## config.mk

```make
export PLATFORM = sky130hd
export DESIGN_NAME = sobel_acc
export DESIGN_NICKNAME = d
export VERILOG_FILES = /design/src/rtl/sobel_pkg.sv /design/src/rtl/sobel_kernel.sv /design/src/rtl/sobel_acc.sv
export SDC_FILE = /design/constraint.sdc
export NUM_CORES = 1
export LEC_CHECK = 0
export ABC_AREA = 1
export BUFFER_PORTS_ARGS = -buffer_cell sky130_fd_sc_hd__buf_4
export CORE_MARGIN = 5
export CORE_UTILIZATION = 55
export CTS_CLUSTER_DIAMETER = 80
export DETAILED_ROUTE_END_ITERATION = 10
export HOLD_SLACK_MARGIN = 0.06
export MAX_ROUTING_LAYER = met4
export PLACE_DENSITY = 0.78
export SETUP_SLACK_MARGIN = 0.02
export SYNTH_ARGS = -nofsm -noshare
export SYNTH_HDL_FRONTEND = slang
export SYNTH_SLANG_ARGS = --single-unit
export TNS_END_PERCENT = 1
```

## constraint.sdc

```tcl
create_clock -name clk -period 9.24 [get_ports clk]
set_input_delay 0.462 -clock clk [delete_from_list [all_inputs] [get_ports clk]]
set_output_delay 0.462 -clock clk [all_outputs]
set_load 0.05 [all_outputs]
```

## src/rtl/sobel_pkg.sv

```systemverilog
// Shared types and constants for the Sobel edge-detection accelerator.
// Latency: n/a (declarations only).
// Backpressure: n/a (declarations only).
package sobel_pkg;

  typedef logic [7:0]  pixel_t;
  typedef logic [31:0] word_t;

  // R0..R3 are the fetch sub-sequence, shared by the prime and step phases;
  // the accelerator keeps a separate flag to tell the two phases apart.
  typedef enum logic [2:0] {
    ST_IDLE,
    ST_BORDER,
    ST_R0,
    ST_R1,
    ST_R2,
    ST_R3,
    ST_WR,
    ST_DONE
  } state_t;

  // Magnitude scaling: (|Gx| + |Gy|) >> SOBEL_SHIFT always fits in a pixel.
  localparam int unsigned SOBEL_SHIFT = 3;

endpackage

```

## src/rtl/sobel_kernel.sv

```systemverilog
// One-pixel 3x3 Sobel magnitude, (|Gx| + |Gy|) >> 3.
// Latency: combinational.
// Backpressure: none; pure function of its inputs.
// Ports: tl..br are the nine window pixels (row letter t/m/b, column l/c/r);
// mag is the output pixel.
module sobel_kernel
  import sobel_pkg::*;
(
  input  pixel_t tl, tc, tr,
  input  pixel_t ml, mc, mr,
  input  pixel_t bl, bc, br,
  output pixel_t mag
);

  logic [9:0]  gx_pos, gx_neg, gy_pos, gy_neg;
  logic [10:0] gx, gy, ax, ay, sum;
  logic        unused_mc;

  // The centre pixel carries no weight in either gradient.
  assign unused_mc = ^mc;

  assign gx_pos = {2'b00, tr} + {1'b0, mr, 1'b0} + {2'b00, br};
  assign gx_neg = {2'b00, tl} + {1'b0, ml, 1'b0} + {2'b00, bl};
  assign gy_pos = {2'b00, bl} + {1'b0, bc, 1'b0} + {2'b00, br};
  assign gy_neg = {2'b00, tl} + {1'b0, tc, 1'b0} + {2'b00, tr};

  // Differences lie in -1020..1020, so 11-bit two's complement is exact.
  assign gx = {1'b0, gx_pos} - {1'b0, gx_neg};
  assign gy = {1'b0, gy_pos} - {1'b0, gy_neg};

  assign ax = gx[10] ? (~gx + 11'd1) : gx;
  assign ay = gy[10] ? (~gy + 11'd1) : gy;

  // At most 2040, so the shifted result needs no clamp.
  assign sum = ax + ay;
  assign mag = pixel_t'(sum >> SOBEL_SHIFT);

endmodule

```

## src/rtl/sobel_acc.sv

```systemverilog
// Sobel edge accelerator: reads an image on memory port a, writes magnitudes after it.
// Latency: W cycles per border row, 4 + 5*(W-1) + 1 cycles per interior row.
// Backpressure: none; memory port a is assumed always ready with 1-cycle read latency.
// Ports: clk, reset (async active-low), start (level request), addr/dataR/dataW/en/we
// (memory port a, 4 pixels per word, leftmost pixel in bits 7:0), finish (high in DONE).
module sobel_acc
  import sobel_pkg::*;
#(
  parameter int WIDTH    = 352,
  parameter int HEIGHT   = 288,
  parameter int OUT_BASE = WIDTH * HEIGHT / 4
) (
  input  logic        clk,
  input  logic        reset,
  input  logic        start,
  output logic [15:0] addr,
  input  logic [31:0] dataR,
  output logic [31:0] dataW,
  output logic        en,
  output logic        we,
  output logic        finish
);

  localparam logic [15:0] W        = 16'(WIDTH / 4);
  localparam logic [15:0] W_LAST   = 16'(WIDTH / 4 - 1);
  localparam logic [15:0] OBASE    = 16'(OUT_BASE);
  localparam logic [15:0] ROW_LAST = 16'(HEIGHT - 2);  // last interior row
  localparam logic [15:0] ROW_BOT  = 16'(HEIGHT - 1);

  state_t      state;
  logic        priming;   // R0..R3 are fetching column 0 for a fresh row
  logic [15:0] row;       // current row index
  logic [15:0] col;       // output word column being produced
  logic [15:0] row_addr;  // row * W, word address of the current row's column 0
  logic [15:0] fcol;      // column fetched by R0..R2
  logic [15:0] wcol;      // column whose result is registered on this edge

  // Window [row][col]: row 0/1/2 = top/mid/bot, col 0/1/2 = left/centre/right.
  word_t win_q [3][3];
  word_t win_d [3][3];
  logic [47:0] strip [3];
  word_t kout, out_word;

  assign fcol = priming ? col : col + 16'd1;
  assign wcol = (state == ST_WR) ? col + 16'd1 : col;

  // Next-window view. The kernels look at this rather than win_q so that the
  // result for a column can be registered on the same edge that completes it
  // (bot capture in R3, or the shift on the back-to-back last-column write).
  always_comb begin
    win_d = win_q;
    case (state)
      ST_R1: win_d[0][2] = dataR;
      ST_R2: win_d[1][2] = dataR;
      ST_R3: begin
        if (priming) begin
          // Column 0 lands straight in the centre; left and right start empty.
          for (int r = 0; r < 3; r++) begin
            win_d[r][0] = '0;
            win_d[r][2] = '0;
          end
          win_d[0][1] = win_q[0][2];
          win_d[1][1] = win_q[1][2];
          win_d[2][1] = dataR;
        end else begin
          win_d[2][2] = dataR;
        end
      end
      ST_WR: begin
        // Shift left; the right slot stays zero for the last column.
        for (int r = 0; r < 3; r++) begin
          win_d[r][0] = win_q[r][1];
          win_d[r][1] = win_q[r][2];
          win_d[r][2] = '0;
        end
      end
      default: ;
    endcase
  end

  always_ff @(posedge clk or negedge reset) begin
    if (!reset) begin
      for (int r = 0; r < 3; r++)
        for (int c = 0; c < 3; c++)
          win_q[r][c] <= '0;
    end else begin
      win_q <= win_d;
    end
  end

  // Each row strip is: right word byte 0, the centre word, left word byte 3.
  for (genvar r = 0; r < 3; r++) begin : g_strip
    assign strip[r] = {win_d[r][2][7:0], win_d[r][1], win_d[r][0][31:24]};
  end

  for (genvar k = 0; k < 4; k++) begin : g_lane
    sobel_kernel u_kernel (
      .tl (strip[0][8*k      +: 8]),
      .tc (strip[0][8*k + 8  +: 8]),
      .tr (strip[0][8*k + 16 +: 8]),
      .ml (strip[1][8*k      +: 8]),
      .mc (strip[1][8*k + 8  +: 8]),
      .mr (strip[1][8*k + 16 +: 8]),
      .bl (strip[2][8*k      +: 8]),
      .bc (strip[2][8*k + 8  +: 8]),
      .br (strip[2][8*k + 16 +: 8]),
      .mag(kout[8*k +: 8])
    );
  end

  // Pixel x=0 and x=WIDTH-1 are border pixels and are forced to zero.
  always_comb begin
    out_word = kout;
    if (wcol == 16'd0)  out_word[7:0]   = '0;
    if (wcol == W_LAST) out_word[31:24] = '0;
  end

  // Memory outputs are registered: each transition presents the access of
  // the state being entered.
  always_ff @(posedge clk or negedge reset) begin
    if (!reset) begin
      state    <= ST_IDLE;
      priming  <= 1'b0;
      row      <= '0;
      col      <= '0;
      row_addr <= '0;
      addr     <= '0;
      dataW    <= '0;
      en       <= 1'b0;
      we       <= 1'b0;
      finish   <= 1'b0;
    end else begin
      case (state)
        ST_IDLE: begin
          en <= 1'b0;
          we <= 1'b0;
          if (start) begin
            state    <= ST_BORDER;
            row      <= '0;
            col      <= '0;
            row_addr <= '0;
            addr     <= OBASE;
            dataW    <= '0;
            en       <= 1'b1;
            we       <= 1'b1;
          end
        end
        ST_BORDER: begin
          if (col == W_LAST) begin
            col <= '0;
            if (row == 16'd0) begin
              // Prime row 1: its top row is row 0, at row_addr.
              state    <= ST_R0;
              priming  <= 1'b1;
              row      <= 16'd1;
              row_addr <= W;
              addr     <= row_addr;
              we       <= 1'b0;
            end else begin
              state  <= ST_DONE;
              en     <= 1'b0;
              we     <= 1'b0;
              finish <= 1'b1;
            end
          end else begin
            col  <= col + 16'd1;
            addr <= addr + 16'd1;
          end
        end
        ST_R0: begin
          state <= ST_R1;
          addr  <= row_addr + fcol;
        end
        ST_R1: begin
          state <= ST_R2;
          addr  <= row_addr + W + fcol;
        end
        ST_R2: begin
          state <= ST_R3;
          en    <= 1'b0;
        end
        ST_R3: begin
          en <= 1'b1;
          if (priming) begin
            priming <= 1'b0;
            state   <= ST_R0;
            addr    <= row_addr - W + col + 16'd1;
          end else begin
            state <= ST_WR;
            we    <= 1'b1;
            addr  <= OBASE + row_addr + col;
            dataW <= out_word;
          end
        end
        ST_WR: begin
          if (col == W_LAST) begin
            col      <= '0;
            row_addr <= row_addr + W;
            if (row == ROW_LAST) begin
              state <= ST_BORDER;
              row   <= ROW_BOT;
              addr  <= OBASE + row_addr + W;
              dataW <= '0;
            end else begin
              // Next row's top is the current row.
              state   <= ST_R0;
              priming <= 1'b1;
              row     <= row + 16'd1;
              addr    <= row_addr;
              we      <= 1'b0;
            end
          end else if (col + 16'd1 == W_LAST) begin
            // Last column needs no fetch: write again on the next cycle.
            col   <= col + 16'd1;
            addr  <= addr + 16'd1;
            dataW <= out_word;
          end else begin
            col   <= col + 16'd1;
            state <= ST_R0;
            addr  <= row_addr - W + col + 16'd2;
            we    <= 1'b0;
          end
        end
        ST_DONE: begin
          if (!start) begin
            state  <= ST_IDLE;
            finish <= 1'b0;
          end
        end
        default: state <= ST_IDLE;
      endcase
    end
  end

endmodule
```

==> Yosys cells after proc, flatten, opt, wreduce, memory -nomap -nowiden <==
Cells that the tools add are included.
Widths: inputs -> output; s select.
{ "op_classes": {"n_addsub": 61, "n_reduce_logical": 26, "bitwise_logic": 8, "eq_ne": 25, "mux": 73} }
{ "ops": {"columns": ["operator", "count"], "rows": [
  ["$mux 16", 18],
  ["$pmux 32 s3", 3],
  ["$mux 256", 1],
  ["$pmux 64 s2", 2],
  ["$mux 32", 6],
  ["$pmux 96 s2", 1],
  ["$add 10x8->10", 14],
  ["$add 8x9->10", 14],
  ["$pmux 16 s3", 2],
  ["$pmux 16 s6", 1],
  ["$add 11x1->11 const B", 8],
  ["$mux 11", 8],
  ["$not 11->11", 8],
  ["$sub 10x10->11", 8],
  ["$add 16x1->16 const B", 4],
  ["$add 16x16->16", 4],
  ["$eq 16x7->1 const B", 3],
  ["$add 11x11->11", 4],
  ["$add 16x7->16 const B", 2],
  ["$logic_not 16->1", 2],
  ["$pmux 16 s2", 1],
  ["$pmux 3 s8", 1],
  ["$mux 3", 7],
  ["$reduce_and 5->1", 4],
  ["27 further kinds", 67]
]} }
{ "totals": {"word_cells": 215, "out_inout_bits": 51, "regBits": 319, "in_bits": 35} }

==> Logic depth before layout (Yosys ltp) <==
Gate-level depths: netlist (run 1).
{ "depth": {"depth_word": 13, "depth_mapped": 49, "ltp_nobuf": 47} }

==> Hierarchy <==
A second synthesis (run 1) with hierarchy kept.
{ "hier_totals": {"hier_cells": 4243, "area_unflattened_um2": 31522.7} }
{ "modules_own_cells": {"columns": ["mod", "area_each_um2", "cells_each", "instances", "seq_area_each_um2"], "rows": [
  ["sobel_acc", 17279.1, 2182, 1, 7907.6],
  ["sobel_kernel at g_lane[1].u_kernel ...", 3469.6, 494, 2, 0.0],
  ["sobel_kernel at g_lane[0].u_kernel", 3797.4, 559, 1, 0.0],
  ["sobel_kernel at g_lane[3].u_kernel", 3507.1, 514, 1, 0.0]
]} }

==> Least setup slack after synthesis (run 1) <==
OpenSTA, ideal clock, no wires.
{ "synth_timing": {"path_kind": "register -> register", "startpoint": "register state[0]", "endpoint": "register dataW[30]", "slack_ns": 1.425, "setup_time_ns": 0.118, "arrival_time_ns": 7.697, "n_path_buf": 1, "stages_incl_launch_ff": 43, "path_cell_list": "dfrtp_1 -> inv_1 -> nor2_2 -> inv_2 -> nor2_4 -> nand2_1 -> nand2_1 -> inv_2 -> clkbuf_1 -> a221oi_1 -> inv_1 -> fa_1 -> ha_1 -> inv_1 -> o21bai_1 -> a21oi_1 -> o21bai_1 -> xor2_1 -> (+7 left out) -> nand3_1 -> nand4_1 -> or2_2 -> nand2_1 -> inv_1 -> o21ai_0 -> ha_1 -> nand3_1 -> nand2_1 -> a21o_1 -> nand2_1 -> o311ai_0 -> a21o_1 -> nand2_1 -> nand2_1 -> or2_2 -> nand3_1 -> nand2_1"} }
{ "synth_between": {"elab_chain_len": 13, "elab_cells_between_ends": 40} }
{ "synth_lines": {"columns": ["element", "line", "text"], "rows": [
  ["start, declared", "sobel_acc.sv:30", "state_t state;"],
  ["start signal, assigned", "sobel_acc.sv:122", "state <= ST_IDLE;"],
  ["start signal, assigned", "sobel_acc.sv:138", "state <= ST_BORDER;"],
  ["start signal, assigned", "sobel_acc.sv:153", "state <= ST_R0;"],
  ["$eq 3x3->1", "sobel_acc.sv:52", "case (state)"],
  ["$pmux 96 s2 (*)", "sobel_acc.sv:52", null],
  ["via g_lane[1].u_kernel.br[4]", "sobel_kernel.sv:11", "input pixel_t bl, bc, br,"],
  ["$add 8x9->10", "sobel_kernel.sv:24", "assign gy_pos = {2'b00, bl} + {1'b0, bc, 1'b0} + {2'b00, br};"],
  ["$add 10x8->10", "sobel_kernel.sv:24", null],
  ["$sub 10x10->11", "sobel_kernel.sv:29", "assign gy = {1'b0, gy_pos} - {1'b0, gy_neg};"],
  ["$not 11->11", "sobel_kernel.sv:32", "assign ay = gy[10] ? (~gy + 11'd1) : gy;"],
  ["$add 11x1->11", "sobel_kernel.sv:32", null],
  ["$mux 11", "sobel_kernel.sv:32", null],
  ["$add 11x11->11 (*)", "sobel_kernel.sv:35", "assign sum = ax + ay;"],
  ["$mux 8 (*)", "sobel_acc.sv:115", "if (wcol == W_LAST) out_word[31:24] = '0;"],
  ["$mux 32", "sobel_acc.sv:212", "end else if (col + 16'd1 == W_LAST) begin"],
  ["$mux 32", "sobel_acc.sv:196", "if (col == W_LAST) begin"],
  ["$pmux 32 s3 (*)", "sobel_acc.sv:133", "case (state)"],
  ["end signal, assigned", "sobel_acc.sv:192", "dataW <= out_word;"],
  ["end signal, assigned", "sobel_acc.sv:216", "dataW <= out_word;"],
  ["end, declared", "sobel_acc.sv:18", "output logic [31:0] dataW,"]
]} }
The timed path passes the listed nets; every way through them passes the cells marked *. The select of a mux whose other input is x is not followed.
A chain may end at the register's enable or synchronous reset.

==> Worst setup path in the final report (run 1) <==
{ "layout_timing": {"startpoint": "register state[0]", "endpoint": "register dataW[23]"} }
{ "layout_between": {"elab_chain_len": 12, "elab_cells_between_ends": 33} }
{ "layout_lines": {"columns": ["element", "line"], "rows": [
  ["$eq 3x3->1", "sobel_acc.sv:52, sobel_acc.sv:133"],
  ["$pmux 64 s2 or $pmux 96 s2 (tied branches)", "sobel_acc.sv:52"],
  ["$add 8x9->10 (on tied branches)", null],
  ["$add 10x8->10 (on tied branches)", null],
  ["$sub 10x10->11 (on tied branches)", "sobel_kernel.sv:28, sobel_kernel.sv:29"],
  ["$not 11->11 (on tied branches)", "sobel_kernel.sv:31, sobel_kernel.sv:32"],
  ["$add 11x1->11 (on tied branches)", "sobel_kernel.sv:31, sobel_kernel.sv:32"],
  ["$mux 11 (on tied branches)", "sobel_kernel.sv:31, sobel_kernel.sv:32"],
  ["$add 11x11->11", "sobel_kernel.sv:35"],
  ["$mux 32", "sobel_acc.sv:212"],
  ["$mux 32", "sobel_acc.sv:196"],
  ["$pmux 32 s3", "sobel_acc.sv:133"]
]} }
Several ways; a longest one is shown, not always the timed one. The select of a mux whose other input is x is not followed.

==> results of run 1 <==
-- worst paths after layout --
path	startpoint	endpoint	slack (ps)	depth (start not counted)
hold reg to reg	dataW[13]	dataW[13]	480	2
hold / removal	dataR[30]	win_q[222]	190	3
max in group asynchronous	reset	addr[15]	7240	3
min in group asynchronous	reset	dataW[26]	480	2
setup reg to reg	state[0]	dataW[23]	810	46
setup / recovery	state[0]	dataW[23]	810	46
-- flip-flops by register name (all words and copies together), names as in the netlist --
name and count:
we 1, en 1, col 16, state 3, win_q 216, finish 1, addr 16, priming 1
dataW 32, row_addr 13, row 16
-- layout by cell type, fill, tap and decap left out, types with 130 or more instances in the layout --
cell     netlist  routed
buf_4          2     130
nor2_1       235     234
ha_1         216     216
a21oi_1      139     139
inv_1        811     811
fa_1         208     208
nand2_1      778     776
xor2_1       141     141
dfrtp_1      316     316
nand3_1      210     210
o21ai_0      272     270
-- cell families after synthesis --
group	synth area share, %
DFF	26.6
xor gates and xnor gates	5.88
adders and majority gates	23.1
buffers and inverters	11.6
AOI/OAI and AO/OA	13.2
and+or+nand+nor	19.7
-- stage by stage --
stage                     instance area (um^2)  setup slack, ps  hold WS, ps  cells
after global placement                   31400              854          465   4651
final                                    32800              805          192   4725
after detailed placement                 31400              763          470   4651
after floorplan                          29800             1430          166   3902
after global routing                     32800              121          192   4725
after CTS                                32800              687          181   4724
-- report_power, final --
group	switching [uW]	internal [uW]	total [uW]
Sequential	58.4	1670	1720
Clock	688	999	1690
Combinational	6000	4210	10200
Total	6750	6880	13600
-- Yosys cell counts (all sizes together), types with 5 or more instances --
cell type	instances
nor4	7
fa	208
nor3	43
a22oi	13
xnor2	57
or2	5
a31oi	19
ha	216
inv	823
o211ai	12
a211oi	6
o21a	27
xor2	142
clkinv	6
a221oi	24
nand2	783
o21ai	290
clkbuf	55
nor2	251
o21bai	15
o22ai	90
nand3	211
o31ai	5
nand3b	13
nand4	63
a21oi	140
a21o	14
dfrtp	316
buf	26
-- cell type report --
class,instances,area [um^2],area share (%)
multi-input combinational,2676,18400,56.2
sequential,316,7910,24.1
inverter,829,3110,9.49
clock buffer,51,1100,3.36
timing repair buffer,136,1090,3.33
tap,696,871,2.65
clock inverter,21,289,0.881
-- layer usage --
metal,share of wire (%),vias up,GRT usage [%]
met5,0,-,-
met4,4.1,0,11.3
met3,11,227,7.39
met2,44,1329,48.3
met1,42,12800,44.2
li1,-,12700,-
-- worst max-delay path: cells and delay by family (launching register included) --
family          cells  cell delay [ps]
fa+ha+maj           7             2630
simple gates       20             2110
buf+inv            11             1480
compound gates      6             1090
xor+xnor            2              580
flops               1              440
-- what timing repair did --
action,CTS,global route
hold buffers,1,0
resized for setup,0,4
setup endpoints to repair,0,2
hold endpoints to repair,81,0
==> metrics.yaml, run 1 <==
status: "complete, no violations"
worstPathMaxFanout: 20
period_needed_ps: 8430
power.density_mw_per_mm2: 415
cp.arrival_ps: 8910
finalClockSkew_ps: 27.3
synth_cell_type_count: 54
htreeDepth: 2
fin_crit_sh_pct: 91.3
grt_pass1_wl_mm: 147
finalPower_uw: 13600
finalMaxSlewViolations: 0
grt_use_total_pct: 32.5
ctsLongestPathBuffers: 3
die_h_um: 243
cts_buffers: 41
cap_viol_max_count: 0
yosysTopAreaCell: "dfrtp_1"
clk_latency_ps: 590
wl_mm: 94.5
finalSetupViolations: 0
synthCells: 3902
cellLeakagePower_uw: 0.0173
cpMostUsedCell: "nand2_1"
relSlewSlack_pct: 11.5
insertedDiodeCount: 0
via_per_inst: 5.72
overflow: 0
ys_warn_count: 0
synth-edff-count: 0
clk_pin_slew_ps: 60
nNetsFinal: 4459
rsz0062_at_grt: "false"
gp_congestion: 1.02
finalCoreUtilization_pct: 61.1
core-area_mm2: 0.0537
netlist.area_leader.share_pct: 26.6
peakVddDrop_mv: 1.13
synth.area.top_cells: "dfrtp_1, fa_1, inv_1"
first_pass_iters: 9
drt_iter0_drc: 2776
setup_tns_ps: 0
cts_tree: "built"
areaGrowthSynthToFinish_pct: 10.2
clock-sinks: 316
grt_max_degree: 174
start_util_pct: 55.4
die_area_mm2: 0.0589
ant_nets: 0
drive_above_1_share_pct: 6.43
cp-end-kind: "flip-flop"
synth-async-reset-ratio_pct: 100
cts-root-buf: "clkbuf_16"
ios: 86
fillers: 4824
synth-seq-cells: 316
min_path_type: "input pin to flip-flop"
start_kind: "flip-flop"
antenna_found_initial: 0
critPathKind: "flip-flop to flip-flop"
portBuffers: 85
synth_fp_nets: 4361
ys_seq_area_share_pct: 26.6
avgSynthCellArea_um2: 7.63
crit_slowest_cell: "fa_1"
tightestPinTransition_ps: 1330
fmax_mhz: 119
cpPeakStageDelay_ps: 530
dp_hpwl_mm: 75.1
post_drt_wl_per_cell_um: 20.0
synth_ff_type: "dfrtp_1"
hold_viol_final: 0
drc: 0
netlist_area_mm2: 0.0298
grt_pass1_vias: 26000
vias: 27000
die_x_um: 243
cts_setup_buffers: 0
rows: 85
cp.required_ps: 9710
(Power assumes the default switching activity.)
==> run 2, diff against run 1 <==
CORE_MARGIN = 2   (was 5)
CORE_UTILIZATION = 60   (was 55)
PLACE_DENSITY = 0.83   (was 0.78)
==> run 2 against run 1 <==
  * Largest cell class unchanged
  * Global-route usage up 5.6 points
  * Count of clock-buffer cells in the layout up 1
  * Clock skew up 9.2 ps
  * Power up 0.31%
  * Sequential share of layout area up 0.12 points
  * Routed wire length down 2.1%
  * Setup slack worse by 120 ps
  * Clock power down 5%
  * Sequential power about the same
  * Critical path depth down 4
  * Highest routed layer unchanged
  * Die area down 13%
==> metrics.yaml, run 2 (synthesis results as in run 1) <==
status: "complete, no violations"
largest_register: "win_q"
finalMaxSlewViolations: 0
overflow: 0
dp_hpwl_mm: 72.4
hold_ws_ps: 181
final_cell_mix: "inv_1, nand2_1, dfrtp_1, o21ai_0, nor2_1"
peakVddDrop_mv: 1.11
power.density_mw_per_mm2: 419
gp_congestion: 1.04
min_path_type: "input pin to flip-flop"
critPathKind: "flip-flop to flip-flop"
timing.rr.end: "dataW[30]"
finalCoreUtilization_pct: 66.7
hold_depth: 3
fmax_mhz: 117
cts_tree: "built"
start_kind: "flip-flop"
clk_pin_slew_ps: 60
start_util_pct: 60.8
antenna_found_initial: 0
grt_pass1_wl_mm: 145
cpPeakStageDelay_ps: 540
postLayoutSetupSlackWorst_ps: 689
drt_iter0_drc: 3091
insertedDiodeCount: 0
ios: 86
ctsLongestPathBuffers: 3
portBuffers: 85
largest_register_ffs: 216
grt_max_degree: 98
whs_endpoint: "win_q[25]"
die_h_um: 227
cts-root-buf: "clkbuf_16"
fin_crit_sh_pct: 92.5
worstPathMaxFanout: 9
rsz0062_at_grt: "true"
hold_path_startpoint: "dataR[25]"
r2r_start: "state[0]"
first_pass_iters: 6
tightestPinTransition_ps: 1250
cp_top_family: "adder cells"
cp_num_buf_inv: 9
finalClockSkew_ps: 36.4
clock-sinks: 316
relSlewSlack_pct: 16.8
nNetsFinal: 4456
drive_above_1_share_pct: 6.38
clk_latency_ps: 600
grt_use_total_pct: 38.1
mostFrequentLayoutCell: "inv_1"
rows: 81
vias: 27300
die_area_mm2: 0.0514
wl_mm: 92.6
die_x_um: 227
finalSetupViolations: 0
htreeDepth: 2
core-area_mm2: 0.0490
cts_buffers: 40
rr_worst_depth: 42
cp-end-kind: "flip-flop"
cpMostUsedCell: "nand2_1"
cellLeakagePower_uw: 0.0172
post_drt_wl_per_cell_um: 19.7
cp.arrival_ps: 9010
largest_registers: "win_q x216, dataW x32"
cp.required_ps: 9700
period_needed_ps: 8550
crit_slowest_cell: "fa_1"
areaGrowthSynthToFinish_pct: 9.60
ant_nets: 0
setup_tns_ps: 0
via_per_inst: 5.83
hold_viol_final: 0
grt_pass1_vias: 26400
drc: 0
post-place-ws_ps: 720
cap_viol_max_count: 0
ff2ff_setup_slack_ps: 690
-- run 2: cell types whose count changed in the layout (fill, tap and decap cells not counted), sizes merged --
cell	delta
inv	-6
bufinv	-2
buf	-1
clkinv	+6
-- run 2: stage by stage --
| stage | cells | cell area [um^2] | total power, uW |
|---|---|---|---|
| final | 4690 | 32600 | 13700 |
| after global routing | 4690 | 32600 | 15000 |
| after CTS | 4687 | 32600 | 13600 |
| after detailed placement | 4615 | 31300 | 11900 |
| after global placement | 4615 | 31300 | 11600 |
| after floorplan | 3902 | 29800 | 9940 |
-- run 2: cell type report --
type / instances / area, um^2
fillers: 4107 / 16300
multi-input cells: 2676 / 18400
well taps: 664 / 831
clock buffers: 52 / 1100
clock inverters: 19 / 228
inverters: 829 / 3120
flip-flops and latches: 316 / 7910
repair buffers: 134 / 1030
-- run 2: how the worst max path moves through the flow --
stage	from	to	slack, ps	depth (start not counted)
2_1_floorplan	state[0]	dataW[30]	1430	42
3_3_place_gp	state[0]	dataW[23]	920	48
3_5_place_dp	state[0]	dataW[23]	720	48
4_1_cts	state[0]	dataW[23]	600	48
5_1_grt	state[0]	dataW[23]	20	47
6_report	state[0]	dataW[30]	690	42
-- run 2: tightest hold or removal path: stages --
cell,delay [ps]
buf_4,90
inv_1,50
o21ai_0,140
-- run 2: timing repair --
action | CTS | global route
buffers inserted | 0 | 3
setup endpoints to repair | 0 | 5
endpoints found under the hold margin | 94 | 0
hold buffers | 1 | 0
resized for setup | 0 | 6
-- run 2: metal layers --
metal	global-route usage, %	routed length (um)	vias to the layer above	part of all wire [%]
met4	17.1	4850	0	5.2
li1	-	-	12600	-
met1	51.2	37500	12900	41
met5	-	0	-	0
met2	54.2	39100	1508	42
met3	9.78	11100	280	12
-- run 2: where the power goes --
group	total (uW)	internal (uW)	switching, uW	leakage (uW)
clock network	1610	929	679	0.000633
logic	10300	4230	6100	0.0128
registers	1730	1670	61.3	0.00377
